<file path="src/rtl/filter2d_ctrl_pkg.sv">
// Shared definitions for the frame-synchronous filter configuration controller:
// stream dtype codes, FSM state encoding and the frame-count type.

`ifndef DTYPES_DEFINED
`define DTYPES_DEFINED
`define DTYPE_WIDTH        4
`define DTYPE_DATA         4'h0
`define DTYPE_FRAME_START  4'h1
`define DTYPE_FRAME_END    4'h2
`define DTYPE_LINE_START   4'h3
`endif

package filter2d_ctrl_pkg;

    // Width of the one-shot frame counter and of cfg_nframes.
    localparam int FRAME_CNT_WIDTH = 16;

    typedef logic [FRAME_CNT_WIDTH-1:0] frame_cnt_t;

    // Commit FSM: either nothing is waiting, or a commit waits for a frame start.
    typedef enum logic {
        ST_IDLE    = 1'b0,
        ST_PENDING = 1'b1
    } state_t;

endpackage

</file>
<file path="src/rtl/filter_coeff_bank.sv">
// Staging coefficient registers with an indexed write port, plus the live
// packed coefficient bus that is loaded from staging on an apply strobe.

module filter_coeff_bank #(
    parameter int                     KERNEL_SIZE = 3,
    parameter int                     COEFF_WIDTH = 8,
    parameter int                     ADDR_WIDTH  = 4,
    parameter logic [COEFF_WIDTH-1:0] RESET_COEFF = 8'h80
) (
    input  logic                               clk,
    input  logic                               reset,
    input  logic                               we,
    input  logic [ADDR_WIDTH-1:0]              addr,
    input  logic [COEFF_WIDTH-1:0]             wdata,
    input  logic                               apply,
    output logic [KERNEL_SIZE*COEFF_WIDTH-1:0] coeffs
);

    logic [COEFF_WIDTH-1:0] staging [KERNEL_SIZE];

    // Host writes land in staging; out-of-range indices match no word and are dropped.
    always_ff @(posedge clk) begin
        if (reset) begin
            // NOTE: staging is a handful of flops, not a RAM, so it can and must be
            // reset; a real memory macro would get no reset branch here.
            for (int i = 0; i < KERNEL_SIZE; i++) begin
                staging[i] <= RESET_COEFF;
            end
        end else if (we) begin
            for (int i = 0; i < KERNEL_SIZE; i++) begin
                if (addr == ADDR_WIDTH'(i)) begin
                    staging[i] <= wdata;
                end
            end
        end
    end

    // Apply copies the whole staging set to the live bus in a single edge.
    always_ff @(posedge clk) begin
        if (reset) begin
            coeffs <= {KERNEL_SIZE{RESET_COEFF}};
        end else if (apply) begin
            // NOTE: non-blocking assignment means staging is read before any write on
            // this same edge lands, so a concurrent host write reaches staging only.
            for (int i = 0; i < KERNEL_SIZE; i++) begin
                coeffs[i*COEFF_WIDTH +: COEFF_WIDTH] <= staging[i];
            end
        end
    end

endmodule

</file>
<file path="src/rtl/filter2d_ctrl.sv">
// Frame-synchronous configuration controller: holds a host commit until the next
// frame-start beat, then applies coefficients/enable atomically, and optionally
// counts down N frames before dropping back to bypass.

module filter2d_ctrl
    import filter2d_ctrl_pkg::*;
#(
    parameter int                     KERNEL_SIZE = 3,
    parameter int                     COEFF_WIDTH = 8,
    parameter int                     ADDR_WIDTH  = 4,
    parameter logic [COEFF_WIDTH-1:0] RESET_COEFF = 8'h80
) (
    input  logic                               clk,
    input  logic                               reset,
    input  logic                               dvi,
    input  logic [`DTYPE_WIDTH-1:0]            dtypei,
    input  logic                               cfg_we,
    input  logic [ADDR_WIDTH-1:0]              cfg_addr,
    input  logic [COEFF_WIDTH-1:0]             cfg_wdata,
    input  logic                               cfg_enable,
    input  logic [FRAME_CNT_WIDTH-1:0]         cfg_nframes,
    input  logic                               cfg_commit,
    output logic [KERNEL_SIZE*COEFF_WIDTH-1:0] coeffs,
    output logic                               enable,
    output logic                               pending,
    output logic                               applied,
    output logic [FRAME_CNT_WIDTH-1:0]         frames_left
);

    state_t     state_q, state_d;
    logic       do_apply;
    logic       stg_en;
    frame_cnt_t stg_n;
    logic       fs, fe;

    assign fs = dvi && (dtypei == `DTYPE_FRAME_START);
    assign fe = dvi && (dtypei == `DTYPE_FRAME_END);

    filter_coeff_bank #(
        .KERNEL_SIZE (KERNEL_SIZE),
        .COEFF_WIDTH (COEFF_WIDTH),
        .ADDR_WIDTH  (ADDR_WIDTH),
        .RESET_COEFF (RESET_COEFF)
    ) u_bank (
        .clk    (clk),
        .reset  (reset),
        .we     (cfg_we),
        .addr   (cfg_addr),
        .wdata  (cfg_wdata),
        .apply  (do_apply),
        .coeffs (coeffs)
    );

    // State register.
    always_ff @(posedge clk) begin
        if (reset) begin
            state_q <= ST_IDLE;
        end else begin
            state_q <= state_d;
        end
    end

    // Next state and apply strobe; a commit arriving with the applying fs re-arms.
    always_comb begin
        // NOTE: defaults first so every path assigns every output and no latch forms.
        state_d  = state_q;
        do_apply = 1'b0;
        case (state_q)
            ST_IDLE: begin
                if (cfg_commit) state_d = ST_PENDING;
            end
            ST_PENDING: begin
                if (fs) begin
                    do_apply = 1'b1;
                    state_d  = cfg_commit ? ST_PENDING : ST_IDLE;
                end
            end
            default: state_d = ST_IDLE;
        endcase
    end

    // Capture of staged enable/frame count; the last commit before the apply wins.
    always_ff @(posedge clk) begin
        if (reset) begin
            stg_en <= 1'b0;
            stg_n  <= '0;
        end else if (cfg_commit) begin
            stg_en <= cfg_enable;
            stg_n  <= cfg_nframes;
        end
    end

    // Live enable, one-shot countdown and applied pulse.
    always_ff @(posedge clk) begin
        if (reset) begin
            enable      <= 1'b0;
            frames_left <= '0;
            applied     <= 1'b0;
        end else begin
            applied <= do_apply;
            if (do_apply) begin
                enable      <= stg_en;
                frames_left <= stg_en ? stg_n : '0;
            end else if (fe && enable && (frames_left != '0)) begin
                frames_left <= frames_left - frame_cnt_t'(1);
                if (frames_left == frame_cnt_t'(1)) begin
                    enable <= 1'b0;
                end
            end
        end
    end

    assign pending = (state_q == ST_PENDING);

endmodule
</file>
<file path="config.mk">
export PLATFORM = sky130hd
export DESIGN_NAME = filter2d_ctrl
export DESIGN_NICKNAME = d
export VERILOG_FILES = /design/src/rtl/filter2d_ctrl_pkg.sv /design/src/rtl/filter_coeff_bank.sv /design/src/rtl/filter2d_ctrl.sv
export SDC_FILE = /design/constraint.sdc
export NUM_CORES = 1
export LEC_CHECK = 0
export BUFFER_PORTS_ARGS = -buffer_cell sky130_fd_sc_hd__buf_2
export CAP_MARGIN = 0
export CORE_MARGIN = 2
export CORE_UTILIZATION = 39
export DETAILED_ROUTE_END_ITERATION = 8
export GPL_TIMING_DRIVEN = 0
export SYNTH_ARGS = -nofsm -noshare
export SYNTH_HDL_FRONTEND = slang
export SYNTH_SLANG_ARGS = --single-unit
</file>
<file path="constraint.sdc">
create_clock -name clk -period 2.25 [get_ports clk]
set_clock_uncertainty 0.2 [all_clocks]
set_input_delay 0.3375 -clock clk [delete_from_list [all_inputs] [get_ports clk]]
set_output_delay 0.3375 -clock clk [all_outputs]
set_load 0.02 [all_outputs]
</file>
-- Word-level counts from Yosys, hierarchy flattened
Memories as Yosys holds them, arrays and structs flattened. A register that Yosys moved wholly into a read port is not among the register bits.
Index checks and enable logic that the tools add are counted.
- flip-flop bits (word level): 36
- RAM bits: 24
- bits of input ports: 38
- output and inout port bits: 43
- logic and storage cells: 54
- memories kept: 1
- add/subtract/negate cells: 1
- equal/unequal tests: 5
- muxes and demuxes: 28
- bitwise gates (word level): 4
- reduce and logical (&&, ||, !) cells: 9
- memory list (memory ; depth ; width ; read ports ; clocked after memory_dff ; write ports ; line ; text):
    u_bank.staging ; 3 ; 8 ; 3 ; 3 ; 3 ; filter_coeff_bank.sv:19 ; logic [COEFF_WIDTH-1:0] staging [KERNEL_SIZE];
- operator list (cell ; number):
    16-bit two-way mux ; 3
    8-bit two-way mux ; 3
    1-bit two-way mux ; 21
    16-bit by 1-bit == test with 1-bit output (second input constant) ; 1
    16-bit nonzero test ; 1
    16-bit by 1-bit subtractor with 16-bit output (second input constant) ; 1
    4-bit by 1-bit == test with 1-bit output (second input constant) ; 2
    4-bit by 2-bit == test with 1-bit output (second input constant) ; 2
    1-bit logical AND ; 4
    4-bit logical NOT ; 1
    2-bit nonzero test ; 2
    1-bit bitwise OR ; 3
    1-bit one-hot mux with 2 select lines ; 1
    2-bit AND reduction ; 1
    1-bit NOT ; 1

-- Depth between registers and ports, before layout
- depth after elaboration: 6
- mapped depth: 7
- mapped depth without buffers: 7

-- Cells and area by module
From an unflattened synthesis, not the netlist that was laid out.
- cells, all modules: 322
- area total of the unflattened synthesis: 3442.1 sq um
- modules (own cells, without submodules) (module ; times used ; cells an instance ; area an instance (sq um) ; sequential area each (sq um)):
    filter2d_ctrl ; 1 ; 197 ; 1754.2 ; 720.7
    filter_coeff_bank ; 1 ; 125 ; 1687.9 ; 1201.2

-- Least setup slack after synthesis
Ideal clock, no wire load.
- path kind: register to register
- start point: register frames_left[0]
- end point: register frames_left[14]
- setup time: 132 ps
- arrival: 1736 ps
- data required time: 1918 ps
- setup slack: 182 ps
- cell stages (with the launch flop): 8
- path buffers: 0
- clock period less this slack: 2068 ps
- path through: dfxtp_1 > inv_1 > ha_1 > nor3b_1 > nand4b_1 > or4_1 > nand3_1 > a21oi_1
- word-level cells in the longest chain between the ends: 3
- elaborated cells between the ends (all ways): 6
- those cells by class: add/sub (1); mux (2); reduce/logical (3)
- ends and longest elaborated chain (element ; line ; text):
    from (decl) ; filter2d_ctrl.sv:27 ; output logic [FRAME_CNT_WIDTH-1:0] frames_left
    from (signal assigned) ; filter2d_ctrl.sv:103 ; frames_left <= stg_en ? stg_n : '0;
    from (signal assigned) ; filter2d_ctrl.sv:105 ; frames_left <= frames_left - frame_cnt_t'(1);
    16-bit by 1-bit subtractor with 16-bit output / 16-bit nonzero test (equally long branches) ; filter2d_ctrl.sv:105, filter2d_ctrl.sv:104 ;
    16-bit two-way mux / 1-bit logical AND (equally long branches) ; filter2d_ctrl.sv:104 ; end else if (fe && enable && (frames_left != '0)) begin
    16-bit two-way mux / 2-bit nonzero test (equally long branches) ; -- ;
Parallel ways exist; a longest one is shown, timed or not. The select of a mux whose other input is x is not followed.
A chain may end at the register's enable or synchronous reset.

-- Final worst setup path
- start point: register frames_left[4]
- end point: register frames_left[11]
Same word-level chain as after synthesis.

==> flow_summary.ini <==
[global_routing]
gr-total-overflow = 0
groute.usage.overall = 0.185
antenna_violations_before_repair = 0
grt_start_max_net_pins = 18
grt_pass1_wl_um = 14000
first_global_vias = 2770

[detailed_routing]
routed_wire_length_per_instance_um = 16.1
remaining_number_of_nets_flagged_by_the_antenna_check_after_routing = 0
vias_per_cell = 5.33
detail_route.iter0.violations = 248
post-route-drc-count = 0
vias = 2898
drt_pass1_iterations = 4
finalWirelength_um = 8740

[placed_design]
post-place-ws_ns = -0.0858
port-buffer-count = 78
rd_place_congestion = 0.849
dp.final_hpwl_um = 6230

[clock_tree]
cts_max_level = 3
tritoncts = done
clock-sinks = 84
cts_made_buffers = 9
ctsLongestPathBuffers = 2
clock_insertion_delay_at_the_later_pin_of_the_skew_report_ns = 0.36
root_buffer = sky130_fd_sc_hd__clkbuf_8
cts_hold_buffers = 0
cts.clk_slew.worst_paths_ns = 0.10

[critical_path]
worstPathRequired_ns = 2.30
timing.critical_path.fanout_max = 8
type_of_the_setup_path_with_the_least_slack = reg -> reg
cp-end-kind = flip-flop
critPathLaunchType = flip-flop
reg2reg_from = frames_left[4]
cp_data_arrival_time_ns = 2.21
worstSetupStartpoint = frames_left[4]

[timing]
hold_slack_ns = 0.0152
setup-violations-final = 0
timing.final.hold_violations = 0
unrepaired_setup_endpoints_after_global_routing = no
finalWorstSetupSlack_ns = 0.0889
timing.max_slew.rel_slack = 0.548
final_min_period_over_clock_period = 0.960
slew_viol_final = 0
max_slew.worst_pin.slew_ns = 0.677
setup_tns_ns = 0
fmax_mhz = 463
finalWorstPathRequiredPeriod_ns = 2.16

[logic_synthesis]
count_of_flip_flops_with_a_built_in_enable_after_synthesis = 24
synth_top_cell_area_share = 0.348
mappedNetlistNets = 380
synth_cell_type_count = 51
seq_area_frac_synth = 0.557
synthArstFlopShare = 0
post_synthesis_sequential_element_count = 84
yosys.area.top_type = sky130_fd_sc_hd__dfxtp_1
synthesized_netlist_cell_count = 340
syn-mean-instance-area_um2 = 10.2
yosys_warnings = 0
post_synth_instance_area_um2 = 3450
synth_flop_cell = sky130_fd_sc_hd__dfxtp_1
most_frequent_cell_after_synthesis = sky130_fd_sc_hd__dfxtp_1
synth.area.top_cells = sky130_fd_sc_hd__dfxtp_1, sky130_fd_sc_hd__edfxtp_1, sky130_fd_sc_hd__nand2_1, sky130_fd_sc_hd__mux2i_1, sky130_fd_sc_hd__a21oi_1
commonest_cells_post_synth = sky130_fd_sc_hd__dfxtp_1, sky130_fd_sc_hd__nand2_1, sky130_fd_sc_hd__a21oi_1, sky130_fd_sc_hd__nor2_1, sky130_fd_sc_hd__edfxtp_1

[cells_and_area]
layout.filler_cells = 813
layout.area.seq_um2 = 1920
antenna_cells_inserted = 0
total_area_of_multi_input_combinational_cells_um2 = 1460
area_growth_syn_to_layout_pct = 22.2
total_number_of_nets_in_the_final_design = 471
fraction_of_final_layout_cells_sized_beyond_drive_strength_1 = 0.271

[pwr]
static-leakage-power_nw = 1.79
cellPowerDensity_nw_per_um2 = 677
finalPower_mw = 2.86
ir_worst_vdd_v = 0.000320

[floorplan]
core_area_um2 = 8640
design.portCount = 81
initial_util = 0.400
fp.dieArea_um2 = 9620
die_width_um = 98.1
placementRows = 34
die_height_um = 98.1

[run_status]
outcome = complete, no violations

[min_path]
hold_path.startpoint = cfg_nframes[2]
hold_path_class = in -> reg

[job]
maxCapViolCount = 0
==> final timing paths <==
| check | endpoint | slack, ns | cells after the start |
|---|---|---|---|
| setup / recovery | frames_left[11] | 0.09 | 5 |
| hold / removal | stg_n[2] | 0.02 | 3 |
| setup reg to reg | frames_left[11] | 0.09 | 5 |
| hold reg to reg | coeffs[17] | 0.26 | 2 |
==> flip-flops by register name (all words and copies together) (netlist names) <==
register and cells:
coeffs 24, stg_n 16, pending 1, stg_en 1, enable 1, frames_left 16, applied 1, u_bank.staging 24
==> area by class of cell <==
class | count | share of cell area
Clock inverter | 7 | 0.0154
Timing Repair Buffer | 80 | 0.0961
Clock buffer | 9 | 0.0294
Multi-Input combinational cell | 232 | 0.345
Sequential cell | 84 | 0.456
Tap cell | 108 | 0.0320
Buffer | 20 | 0.0228
Inverter | 4 | 0.00356
==> worst max-delay path, stage by stage (launching register included) <==
cell,delay (ns)
sky130_fd_sc_hd__dfxtp_1,0.44
sky130_fd_sc_hd__nor4_1,0.43
sky130_fd_sc_hd__nand2_1,0.23
sky130_fd_sc_hd__a2111oi_2,0.46
sky130_fd_sc_hd__xor2_1,0.11
sky130_fd_sc_hd__a22o_1,0.19
==> placed cells by master, fill, tap and decap left out, drive strengths merged, types with 3 or more instances in the layout <==
master,netlist,routed
buf,8,88
dfxtp,60,60
nand2,54,54
a21oi,33,33
nor2,28,28
edfxtp,24,24
clkbuf,12,21
mux2i,18,18
nand3,11,11
inv,4,9
and2,7,7
nor4,7,7
nor3,7,7
o21ai,6,6
nor3b,6,6
and3,5,5
nand4b,4,4
nand3b,4,4
a22o,4,4
or4,4,4
a211oi,3,3
and4b,3,3
xor2,3,3
==> metal layers <==
metal	part of all wire	vias to the layer above	GRT usage	wire (um)
met3	0.077	14	0.0544	673
met1	0.45	1364	0.254	3970
met2	0.45	114	0.283	3940
met4	0.017	0	0.0556	147
li1	-	1406	-	-
met5	0	-	0	0
==> where the power goes <==
part	internal [mW]	total, mW	switching [mW]
registers	1.61	1.63	0.0254
logic	0.0758	0.183	0.107
clock network	0.430	1.04	0.614
total	2.11	2.86	0.746
==> cells by family (layout without fill, tap and decap cells) <==
logic type	count (synthesis)	after routing	share of synthesized area
AND/OR/NAND/NOR	146	146	0.227
flip-flops	84	84	0.557
AO/OA/AOI/OAI	61	61	0.112
buffers and inverters	24	120	0.0323
multiplexers	18	18	0.0522
XOR/XNOR	5	5	0.0127
adder cells (fa/ha/maj)	2	2	0.00725
==> what timing repair did <==
item,4_1_cts,5_1_grt
resized for setup,2,6
setup buffers,0,2
endpoints found under the setup margin,6,9
hold endpoints to repair,0,0
==> metrics by stage <==
| stage | util | cells | cell area (um^2) |
|---|---|---|---|
| floorplan | - | 340 | 3450 |
| global placement | 0.461 | 526 | 3980 |
| detailed placement | 0.461 | 526 | 3980 |
| CTS | 0.483 | 542 | 4180 |
| global route | 0.489 | 544 | 4220 |
| finish | 0.489 | 544 | 4220 |
(Power assumes the default switching activity.)
